--- src/rtl/mem_pkg.sv ---
// Shared memory-subsystem widths plus the arbiter state encoding.
// Imported by rr_burst_arbiter and its helpers.
package mem_pkg;

    localparam int ADDR_W     = 16;
    localparam int BLOCK_BITS = 32;

    typedef enum logic {
        IDLE,
        BURST
    } arb_state_e;

endpackage

--- src/rtl/rr_pick.sv ---
// Rotating-priority encoder: first set req bit scanning from ptr
// upward with wrap. Purely combinational.
module rr_pick #(
    parameter int N  = 4,
    parameter int IW = $clog2(N)
) (
    input  logic [N-1:0]  req,
    input  logic [IW-1:0] ptr,
    output logic          hit,
    output logic [IW-1:0] idx
);

    int j;

    always_comb begin
        hit = 1'b0;
        idx = '0;
        j   = 0;
        for (int k = 0; k < N; k++) begin
            j = int'(ptr) + k;
            if (j >= N) begin
                j = j - N;
            end
            if (!hit && req[j]) begin
                hit = 1'b1;
                idx = IW'(j);
            end
        end
    end

endmodule

--- src/rtl/rr_burst_arbiter.sv ---
// Work-conserving round-robin burst arbiter with beat cap.
// Optional per-port beat counters: define ARB_STATS_EN.
module rr_burst_arbiter #(
    parameter int N         = 4,
    parameter int ADDR_W    = mem_pkg::ADDR_W,
    parameter int DATA_W    = mem_pkg::BLOCK_BITS,
    parameter int MAX_BEATS = 8
`ifdef ARB_STATS_EN
    ,
    parameter int CNT_W     = 16
`endif
) (
    input  logic                 clk,
    input  logic                 rst_n,
    input  logic [N-1:0]         req_i,
    input  logic [N-1:0]         last_i,
    input  logic [N*ADDR_W-1:0]  addr_i,
    input  logic [N*DATA_W-1:0]  data_i,
    output logic [N-1:0]         gnt_o,
    output logic                 valid_o,
    input  logic                 ready_i,
    output logic [ADDR_W-1:0]    addr_o,
    output logic [DATA_W-1:0]    data_o,
    output logic                 last_o,
    output logic [$clog2(N)-1:0] port_o,
`ifdef ARB_STATS_EN
    input  logic                 clr_stats_i,
    output logic [N*CNT_W-1:0]   stats_o,
`endif
    output logic                 busy_o
);

    import mem_pkg::*;

    localparam int IW = $clog2(N);
    localparam int CW = $clog2(MAX_BEATS + 1);

    arb_state_e    state;
    logic [IW-1:0] owner;
    logic [IW-1:0] ptr;
    logic [CW-1:0] beat_cnt;

    logic [IW-1:0] nxt_ptr;
    logic [IW-1:0] pick_ptr;
    logic [IW-1:0] pick_idx;
    logic          pick_hit;
    logic          acc;
    logic          cap;
    logic          rel;

    assign busy_o  = (state == BURST);
    assign port_o  = owner;
    assign valid_o = busy_o & req_i[owner];
    assign acc     = valid_o & ready_i;
    assign last_o  = busy_o & last_i[owner];
    assign gnt_o   = acc ? (N'(1) << owner) : '0;

    assign addr_o = addr_i[owner*ADDR_W +: ADDR_W];
    assign data_o = data_i[owner*DATA_W +: DATA_W];

    assign cap = acc && (beat_cnt == CW'(MAX_BEATS - 1));
    assign rel = busy_o
               && (!req_i[owner]
                   || (acc && last_i[owner])
                   || cap);

    assign nxt_ptr = (owner == IW'(N - 1)) ? '0
                                           : owner + 1'b1;

    // On release the scan already starts past the old owner.
    assign pick_ptr = busy_o ? nxt_ptr : ptr;

    rr_pick #(
        .N  (N),
        .IW (IW)
    ) u_pick (
        .req (req_i),
        .ptr (pick_ptr),
        .hit (pick_hit),
        .idx (pick_idx)
    );

    always_ff @(posedge clk or negedge rst_n) begin
        if (!rst_n) begin
            state    <= IDLE;
            owner    <= '0;
            ptr      <= '0;
            beat_cnt <= '0;
        end else begin
            unique case (state)
                IDLE: begin
                    if (pick_hit) begin
                        owner    <= pick_idx;
                        beat_cnt <= '0;
                        state    <= BURST;
                    end
                end
                BURST: begin
                    if (rel) begin
                        ptr      <= nxt_ptr;
                        beat_cnt <= '0;
                        if (pick_hit) begin
                            owner <= pick_idx;
                        end else begin
                            state <= IDLE;
                        end
                    end else if (acc) begin
                        beat_cnt <= beat_cnt + 1'b1;
                    end
                end
                default: state <= IDLE;
            endcase
        end
    end

`ifdef ARB_STATS_EN
    logic [CNT_W-1:0] cnt [N];

    always_ff @(posedge clk or negedge rst_n) begin
        if (!rst_n) begin
            for (int i = 0; i < N; i++) begin
                cnt[i] <= '0;
            end
        end else begin
            for (int i = 0; i < N; i++) begin
                if (clr_stats_i) begin
                    cnt[i] <= '0;
                end else if (gnt_o[i] && (cnt[i] != '1)) begin
                    cnt[i] <= cnt[i] + 1'b1;
                end
            end
        end
    end

    always_comb begin
        stats_o = '0;
        for (int i = 0; i < N; i++) begin
            stats_o[i*CNT_W +: CNT_W] = cnt[i];
        end
    end
`endif

endmodule

--- config.mk ---
export PLATFORM = sky130hd
export DESIGN_NAME = rr_burst_arbiter
export DESIGN_NICKNAME = d
export VERILOG_FILES = /design/src/rtl/mem_pkg.sv /design/src/rtl/rr_pick.sv /design/src/rtl/rr_burst_arbiter.sv
export SDC_FILE = /design/constraint.sdc
export NUM_CORES = 1
export LEC_CHECK = 0
export BUFFER_PORTS_ARGS = -buffer_cell sky130_fd_sc_hd__buf_2
export CAP_MARGIN = 5
export CORE_AREA = 8 8 95 97
export DETAILED_ROUTE_END_ITERATION = 7
export DIE_AREA = 0 0 103 105
export PLACE_DENSITY = 0.66
export SYNTH_ARGS = -nofsm -noshare
export SYNTH_HDL_FRONTEND = slang
export SYNTH_SLANG_ARGS = --single-unit
--- constraint.sdc ---
create_clock -name clk -period 6.3 [get_ports clk]
set_input_delay 1.26 -clock clk [delete_from_list [all_inputs] [get_ports clk]]
set_output_delay 1.26 -clock clk [all_outputs]
set_load 0.1 [all_outputs]
==> results.json, run 1 <==
{
  "outcome": "finished, final reports clean",
  "synth.distinct_cells": 32,
  "tightest_slew_ps": 988,
  "arrival_ps": 2690,
  "grt_pass1_wl_um": 15500,
  "cts.clk_slew.worst_paths_ps": 50,
  "grt_start_max_net_pins": 58,
  "place.gp.congestion": 0.897,
  "insertion_delay_ps": 240,
  "critPathCaptureType": "primary output",
  "worstSetupStartpointType": "register",
  "synth_warnings": 0,
  "rsz0062_at_grt": "false",
  "required_ps": 5040,
  "drc": 0,
  "dp_hpwl_um": 9820,
  "cts.sinks": 9,
  "initial_utilization_pct": 24.6,
  "num_vias": 2433,
  "relSlewSlack_pct": 34.1,
  "antenna_found_initial": 7,
  "synthCells": 136,
  "cts_buffer_depth": 2,
  "tritoncts": "built",
  "syn-cell-area_mm2": 0.00185,
  "fp-row-count": 32,
  "critPathMaxFanout": 57,
  "drive_gt1_share_pct": 83.2,
  "cts_hold_buf": 0,
  "grt_pass1_vias": 2668,
  "cts.repair.resized": 0,
  "min_period_ps": 3950,
  "synth_ff_type": "dfrtp_1",
  "grt_use_total_pct": 18.7,
  "async_flop_share_pct": 100,
  "wirelength_um": 11000,
  "fin_skew_ps": 8.20,
  "post-route-period-util_pct": 62.6,
  "vias_per_cell": 4.96,
  "drv_cap": 0,
  "synth.largest_area_cell": "mux4_2",
  "overflow": 0,
  "drt_iter0_drc": 132,
  "yosysTopAreaCellShare_pct": 59.5,
  "r2r_cells": 7,
  "setup_viol": 0,
  "postLayoutCellArea_mm2": 0.00328,
  "syn_nets": 344,
  "boundaryPins": 260,
  "hold_viol": 0,
  "setup_tns_ps": 0,
  "portBuffers": 259,
  "synth_seq_cells": 9,
  "first_pass_iters": 4,
  "holdWs_ps": 509,
  "root_buffer": "clkbuf_8",
  "wl_per_cell_um": 22.3,
  "die_y_um": 105,
  "die-area_mm2": 0.0108,
  "min_path_cells": 1,
  "syn_to_final_growth_pct": 76.7,
  "seq_area_frac_synth_pct": 12.1,
  "synth.avg_cell_area_um2": 13.6,
  "cts_buffers": 3,
  "ant_nets": 0,
  "synth-edff-count": 0,
  "path_class": "register to primary output",
  "core_mm2": 0.00753,
  "cts_setup_buffers": 0,
  "layout.nets": 596,
  "die_w_um": 103,
  "dpl_cell_area_mm2": 0.00323,
  "cts-htree-levels": 1,
  "max_freq_mhz": 253,
  "hold_path_class": "register to register",
  "ys_top_cells_by_area": "mux4_2, dfrtp_1, mux2i_1",
  "slew_violations": 0
}
sequential cells by signal, summed over array words and instances (netlist names):
signal	count
busy_o	1
port_o	2
beat_cnt	4
ptr	2
path summary, 6_finish.rpt:
check                               start          end  slack [ps]
worst min-delay path               ptr[1]       ptr[1]         510
min in group asynchronous           rst_n  beat_cnt[0]         870
worst max-delay path            port_o[0]     gnt_o[2]        2350
worst max register to register  port_o[0]    port_o[1]        3490
worst min register to register     ptr[1]       ptr[1]         510
max in group asynchronous           rst_n    port_o[0]        5220
kinds of logic after synthesis:
group                      after synthesis  share of synthesized area (%)
muxes                                   59                           65.1
DFF                                      9                           12.1
AOI/OAI and AO/OA                       13                           5.94
and+or+nand+nor                         30                           8.50
adders and majority gates                5                           3.37
buffers and inverters                   20                           4.93
synthesized netlist by cell type (2+ instances only):
library cell and number:
mux2_2 3, o41ai_2 2, nand2_1 5, clkbuf_1 4
mux4_2 49, inv_1 7, ha_1 5, dfrtp_1 9
nand3b_1 2, and3_1 2, buf_2 7, nor2b_1 2
a21oi_1 2, mux2i_1 7, o21ai_1 2, nor2_1 9
and2_1 4
cells in the final DEF (no fill, tap or decap), drive strengths merged:
cell type    n
inv          7
o2bb2ai      1
nand2        6
and3         2
diode        2
nand2b       1
nand3b       2
o21ai        3
nand3        1
mux2         3
nor3         1
o21a         1
ha           5
nand4b       1
dfrtp        9
o41ai        2
a22o         1
buf        260
o221ai       1
mux4        49
nor2b        2
clkbuf       4
nor2         9
mux2i        7
or2          1
and2         4
o211ai       1
a21o         1
a21oi        2
through the flow:
| step | worst slack (ps) | util [%] | std cells |
|---|---|---|---|
| floorplan | 2580 | - | 136 |
| global placement | 2440 | 42.9 | 485 |
| detailed placement | 2420 | 42.9 | 485 |
| CTS | 2280 | 43.5 | 489 |
| global route | 2170 | 43.5 | 490 |
| finish | 2350 | 43.5 | 491 |
worst max-delay path, stage by stage (launching register included):
cell     delay (ps)
dfrtp_4        1060
mux4_2          660
and3_1          250
and2_1          170
buf_2           290
per-layer routing:
layer	share of wire (%)	track usage, %	vias to the layer above
met4	2.3	4.65	10
li1	-	-	1085
met2	51	32.9	150
met1	35	20.6	1159
met5	0.73	0	-
met3	11	6.70	29
area by class of cell:
cell class / count / area (um^2)
Clock buffer: 4 / 45.0
Timing Repair Buffer: 260 / 1300
Sequential cell: 9 / 230
Antenna cell: 2 / 5.00
Multi-Input combinational cell: 107 / 1540
Tap cell: 102 / 128
Fill cell: 771 / 4250
Inverter: 7 / 26.3
Power of run 1 is left out: the tool's default activity adds up to more than one toggle a clock period on the data nets, which glitch-free logic cannot reach.
==> run 2: changes to the inputs <==
--- a/config.mk
+++ b/config.mk
@@ -5,12 +5,14 @@
 export SDC_FILE = /design/constraint.sdc
 export NUM_CORES = 1
 export LEC_CHECK = 0
+export ABC_AREA = 1
 export BUFFER_PORTS_ARGS = -buffer_cell sky130_fd_sc_hd__buf_2
 export CAP_MARGIN = 5
-export CORE_AREA = 8 8 95 97
+export CORE_ASPECT_RATIO = 0.9
+export CORE_MARGIN = 8
+export CORE_UTILIZATION = 30
 export DETAILED_ROUTE_END_ITERATION = 7
-export DIE_AREA = 0 0 103 105
-export PLACE_DENSITY = 0.66
+export PLACE_DENSITY = 0.7
 export SYNTH_ARGS = -nofsm -noshare
 export SYNTH_HDL_FRONTEND = slang
 export SYNTH_SLANG_ARGS = --single-unit
==> constraint.sdc (replaced) <==
create_clock -name clk -period 3.9 [get_ports clk]
set_input_delay 0.78 -clock clk [delete_from_list [all_inputs] [get_ports clk]]
set_output_delay 0.78 -clock clk [all_outputs]
set_load 0.1 [all_outputs]
==> run 2 against run 1 <==
  * Cell count is 57% higher
  * Clock skew decreased by 4.2 ps
  * Sequential share of layout area shrank 1.6 points
  * Area after synthesis is 26% higher
  * Critical path depth is 4 higher
  * Worst hold slack got worse by 120 ps
  * Non-clock buffer count grew 4
  * Die area increased by 0.60%
  * Wire length is 14% higher
==> results.json, run 2 <==
{
  "outcome": "finished, final reports clean",
  "synth_most_common_cell": "nor2_1",
  "max_freq_mhz": 299,
  "min_period_ps": 3340,
  "regArea_um2": 226,
  "path_class": "register to primary output",
  "ys_top_cells_by_count": "nor2_1, o21ai_0, nand2_1, o22ai_1, clkbuf_1",
  "largest_reg_flops": 4,
  "synthCells": 438,
  "die_y_um": 99.8,
  "dp_hpwl_um": 10400,
  "arrival_ps": 2560,
  "n_antenna_cell": 0,
  "insertion_delay_ps": 240,
  "rsz0062_at_grt": "false",
  "syn_to_final_growth_pct": 77.4,
  "drv_cap": 0,
  "cts-htree-levels": 1,
  "synth.avg_cell_area_um2": 5.34,
  "syn_nets": 646,
  "synth_seq_cells": 9,
  "vias_per_cell": 5.08,
  "cts.sinks": 9,
  "r2r_cells": 15,
  "tightest_slew_ps": 749,
  "cts_setup_buffers": 0,
  "required_ps": 3120,
  "cts.clk_slew.worst_paths_ps": 50,
  "die_w_um": 109,
  "multi_input_area_mm2": 0.00221,
  "hold_path_class": "input port to async pin",
  "synth-edff-count": 0,
  "placedCellCount": 765,
  "yosysTopAreaCellShare_pct": 20.1,
  "drt_iter0_drc": 135,
  "die-area_mm2": 0.0109,
  "cts.repair.resized": 0,
  "tritoncts": "built",
  "mostFrequentLayoutCells": "buf_2, nor2_1, o21ai_0",
  "first_pass_iters": 4,
  "synth.largest_area_cell": "o21ai_0",
  "fillers": 790,
  "hold_viol": 0,
  "wl_per_cell_um": 16.3,
  "synth_ff_type": "dfrtp_1",
  "async_flop_share_pct": 100,
  "initial_utilization_pct": 31.0,
  "portBuffers": 259,
  "ys_top_cells_by_area": "o21ai_0, nor2_1, o22ai_1",
  "worstSetupStartpointType": "register",
  "ant_nets": 0,
  "fin_skew_ps": 4.03,
  "boundaryPins": 260,
  "cts_buffers": 3,
  "layout_commonest_cell": "buf_2",
  "ff2ff_setup_slack_ps": 1070,
  "cts_buffer_depth": 2,
  "wirelength_um": 12600,
  "grt_pass1_wl_um": 19800,
  "regMostFlops": "beat_cnt",
  "synth.distinct_cells": 33,
  "syn-cell-area_mm2": 0.00234,
  "drc": 0,
  "antenna_found_initial": 0,
  "root_buffer": "clkbuf_8",
  "holdWs_ps": 385,
  "post-route-period-util_pct": 85.7,
  "drive_gt1_share_pct": 51.6,
  "core_mm2": 0.00754,
  "grt_start_max_net_pins": 69,
  "overflow": 0,
  "grt_use_total_pct": 22.0,
  "cts_hold_buf": 0,
  "critPathCaptureType": "primary output",
  "layoutNonFillerInstCount": 769,
  "synth_warnings": 0,
  "slew_violations": 0,
  "seq_area_frac_synth_pct": 9.63,
  "grt_pass1_vias": 3970,
  "critPathMaxFanout": 41,
  "relSlewSlack_pct": 50.0,
  "layout_setup_ws_ps": 559,
  "dpl_worst_slack_ps": 802,
  "fp-row-count": 30,
  "r2r-end": "port_o[1]",
  "setup_tns_ps": 0,
  "layout.nets": 882,
  "setup_viol": 0,
  "place.gp.congestion": 0.917,
  "num_vias": 3905,
  "rr_startpoint": "port_o[0]"
}
-- run 2: cells by family (layout without fill, tap and decap cells) --
family,Yosys count,count (layout),synth area share (%)
and+or+nand+nor,218,218,42.3
AOI/OAI and AO/OA,149,149,34.8
buffers and inverters,55,290,9.90
DFF,9,9,9.63
adders and majority gates,5,5,2.68
xor gates and xnor gates,2,2,0.749
-- run 2: critical path, stage by stage, from the launching register on --
cell and delay (ps):
dfrtp_2 650, inv_2 480, nand2_1 90, nand3_1 100, nand2_2 90, nor2_4 160
nand2_1 290, nor2_2 230, buf_12 190
-- run 2: layout make-up --
cell class                 instances  area share, %
tap                               96           2.90
sequential                         9           5.46
timing repair buffer             264           35.2
clock buffer                       3          0.995
inverter                          22           2.11
clock inverter                     1          0.121
multi-input combinational        374           53.2
-- run 2: how the worst max path moves through the flow --
stage	startpoint	to	depth (start not counted)
2_1_floorplan	port_o[1]	gnt_o[0]	6
3_3_place_gp	port_o[0]	gnt_o[0]	8
3_5_place_dp	port_o[0]	gnt_o[0]	8
4_1_cts	port_o[0]	gnt_o[0]	8
5_1_grt	port_o[0]	gnt_o[0]	8
6_report	port_o[0]	gnt_o[0]	8
-- run 2: per-stage QoR --
stage               util (%)  area [um^2]
finish                  55.0         4150
detailed placement      54.4         4100
CTS                     55.0         4150
global placement        54.4         4100
floorplan                  -         2660
global route            55.0         4150
-- run 2: per-layer routing --
| metal | GRT usage (%) | part of all wire, % | vias to the layer above |
|---|---|---|---|
| li1 | - | - | 1972 |
| met1 | 25.5 | 39 | 1753 |
| met2 | 37.8 | 50 | 158 |
| met3 | 6.98 | 8.4 | 22 |
| met4 | 5.68 | 2.3 | 0 |
| met5 | 0 | 0 | - |
Power of run 2 is left out for the same reason.
==> run 3: changes to the inputs <==
--- a/config.mk
+++ b/config.mk
@@ -6,9 +6,9 @@
 export NUM_CORES = 1
 export LEC_CHECK = 0
 export ABC_AREA = 1
-export BUFFER_PORTS_ARGS = -buffer_cell sky130_fd_sc_hd__buf_2
+export BUFFER_PORTS_ARGS = -buffer_cell sky130_fd_sc_hd__buf_4
 export CAP_MARGIN = 5
-export CORE_ASPECT_RATIO = 0.9
+export CORE_ASPECT_RATIO = 1.4
 export CORE_MARGIN = 8
 export CORE_UTILIZATION = 30
 export DETAILED_ROUTE_END_ITERATION = 7
==> run 3 against run 2 <==
  * Clock skew is 3.5 ps lower
  * First-iteration DRC count is 44% higher
  * Non-clock buffer count did not move
  * Worst hold slack worse by 16 ps
  * Flip-flop and latch count unchanged
  * Via count up 1.4%
  * Critical path type unchanged
==> results.json, run 3 (synthesized netlist as in run 2, its figures left out) <==
{
  "fp-row-count": 38,
  "core_mm2": 0.00765,
  "critPathMaxFanout": 77,
  "die_y_um": 120,
  "outcome": "finished, final reports clean",
  "place.gp.congestion": 0.921,
  "drive_gt1_share_pct": 51.4,
  "portBuffers": 259,
  "layout.nets": 882,
  "hold_path_class": "input port to async pin",
  "grt_pass1_wl_um": 21800,
  "die_w_um": 90.6,
  "mostFrequentLayoutCells": "buf_4, nor2_1, o21ai_0",
  "min_period_ps": 3260,
  "tightest_slew_ps": 789,
  "tritoncts": "built",
  "rr_startpoint": "port_o[0]",
  "relSlewSlack_pct": 47.4,
  "dpl_cell_area_mm2": 0.00463,
  "insertion_delay_ps": 230,
  "wl_per_cell_um": 18.7,
  "largest_reg_flops": 4,
  "ff2ff_setup_slack_ps": 1040,
  "fin_skew_ps": 0.533,
  "cts_buffer_depth": 2,
  "arrival_ps": 2480,
  "cts.clk_slew.worst_paths_ps": 40,
  "dpl_worst_slack_ps": 914,
  "worstSetupStartpointType": "register",
  "grt_start_max_net_pins": 90,
  "dp_hpwl_um": 12100,
  "ant_nets": 0,
  "setup_tns_ps": 0,
  "layout_setup_ws_ps": 638,
  "syn_to_final_growth_pct": 99.8,
  "max_freq_mhz": 307,
  "hold_viol": 0,
  "postLayoutCellArea_mm2": 0.00467,
  "cts-htree-levels": 1,
  "post-route-period-util_pct": 83.6,
  "overflow": 0,
  "wirelength_um": 14500,
  "regMostFlops": "beat_cnt",
  "cts_setup_buffers": 0,
  "layout_commonest_cell": "buf_4",
  "drc": 0,
  "boundaryPins": 260,
  "initial_utilization_pct": 30.5,
  "vias_per_cell": 5.12,
  "rsz0062_at_grt": "false",
  "slew_violations": 0,
  "slowest_delay_ps": 560,
  "first_pass_iters": 4,
  "r2r_cells": 15,
  "cts_hold_buf": 0,
  "multi_input_area_mm2": 0.00221,
  "fillers": 718,
  "cts_buffers": 3,
  "cts.sinks": 9,
  "startpoint": "port_o[0]",
  "cts.repair.resized": 0,
  "path_class": "register to primary output",
  "r2r-end": "port_o[1]",
  "grt_pass1_vias": 4089,
  "n_antenna_cell": 0,
  "drv_cap": 0,
  "required_ps": 3120,
  "worst_path_max_delay_cell": "buf_4",
  "drt_iter0_drc": 195,
  "crit_chain": "buf_4 > nand2_1 > nand3_1 > nand2_2 > nor2_4 > nand2_1 > nor2_2 > buf_4",
  "crit_end": "gnt_o[0]",
  "grt_use_total_pct": 24.6,
  "setup_viol": 0,
  "root_buffer": "clkbuf_8",
  "regArea_um2": 226,
  "antenna_found_initial": 0,
  "critPathCaptureType": "primary output",
  "num_vias": 3961,
  "die-area_mm2": 0.0109
}
[run 3: cell count changes in the layout (fill, tap and decap cells not counted), sizes merged]
cell / previous run / this run
clkbuf: 3 / 4
clkinv: 2 / 1
[run 3: metrics by stage]
stage | std cells | hold slack (ps) | utilization, %
floorplan | 438 | 468 | -
global placement | 769 | 497 | 60.5
detailed placement | 769 | 501 | 60.5
CTS | 773 | 366 | 61.0
global route | 773 | 371 | 61.0
finish | 773 | 369 | 61.0
[run 3: worst min path at each step]
stage / to / slack, ps / depth (start not counted)
finish: busy_o / 370 / 1
global route: ptr[1] / 370 / 1
CTS: busy_o / 370 / 1
detailed placement: beat_cnt[1] / 500 / 2
global placement: ptr[1] / 500 / 2
floorplan: beat_cnt[1] / 470 / 2
[run 3: final cells by class]
class / count / area share, %
well taps: 100 / 2.68
inverters: 22 / 1.87
flip-flops and latches: 9 / 4.85
repair buffers: 264 / 42.4
clock buffers: 4 / 0.964
multi-input cells: 374 / 47.2
[run 3: critical path: cells and delay by family, from the launching register on]
family	cells	cell delay (ps)
DFF	1	370
and+or+nand+nor	6	980
buffers and inverters	2	870
[run 3: metal layers]
| layer | track usage (%) | up-vias | routed length, um |
|---|---|---|---|
| li1 | - | 1971 | - |
| met1 | 26.5 | 1792 | 5210 |
| met2 | 44.9 | 180 | 7520 |
| met3 | 8.44 | 18 | 1480 |
| met4 | 5.64 | 0 | 282 |
| met5 | 0 | - | 0 |
Power of run 3 is left out for the same reason.
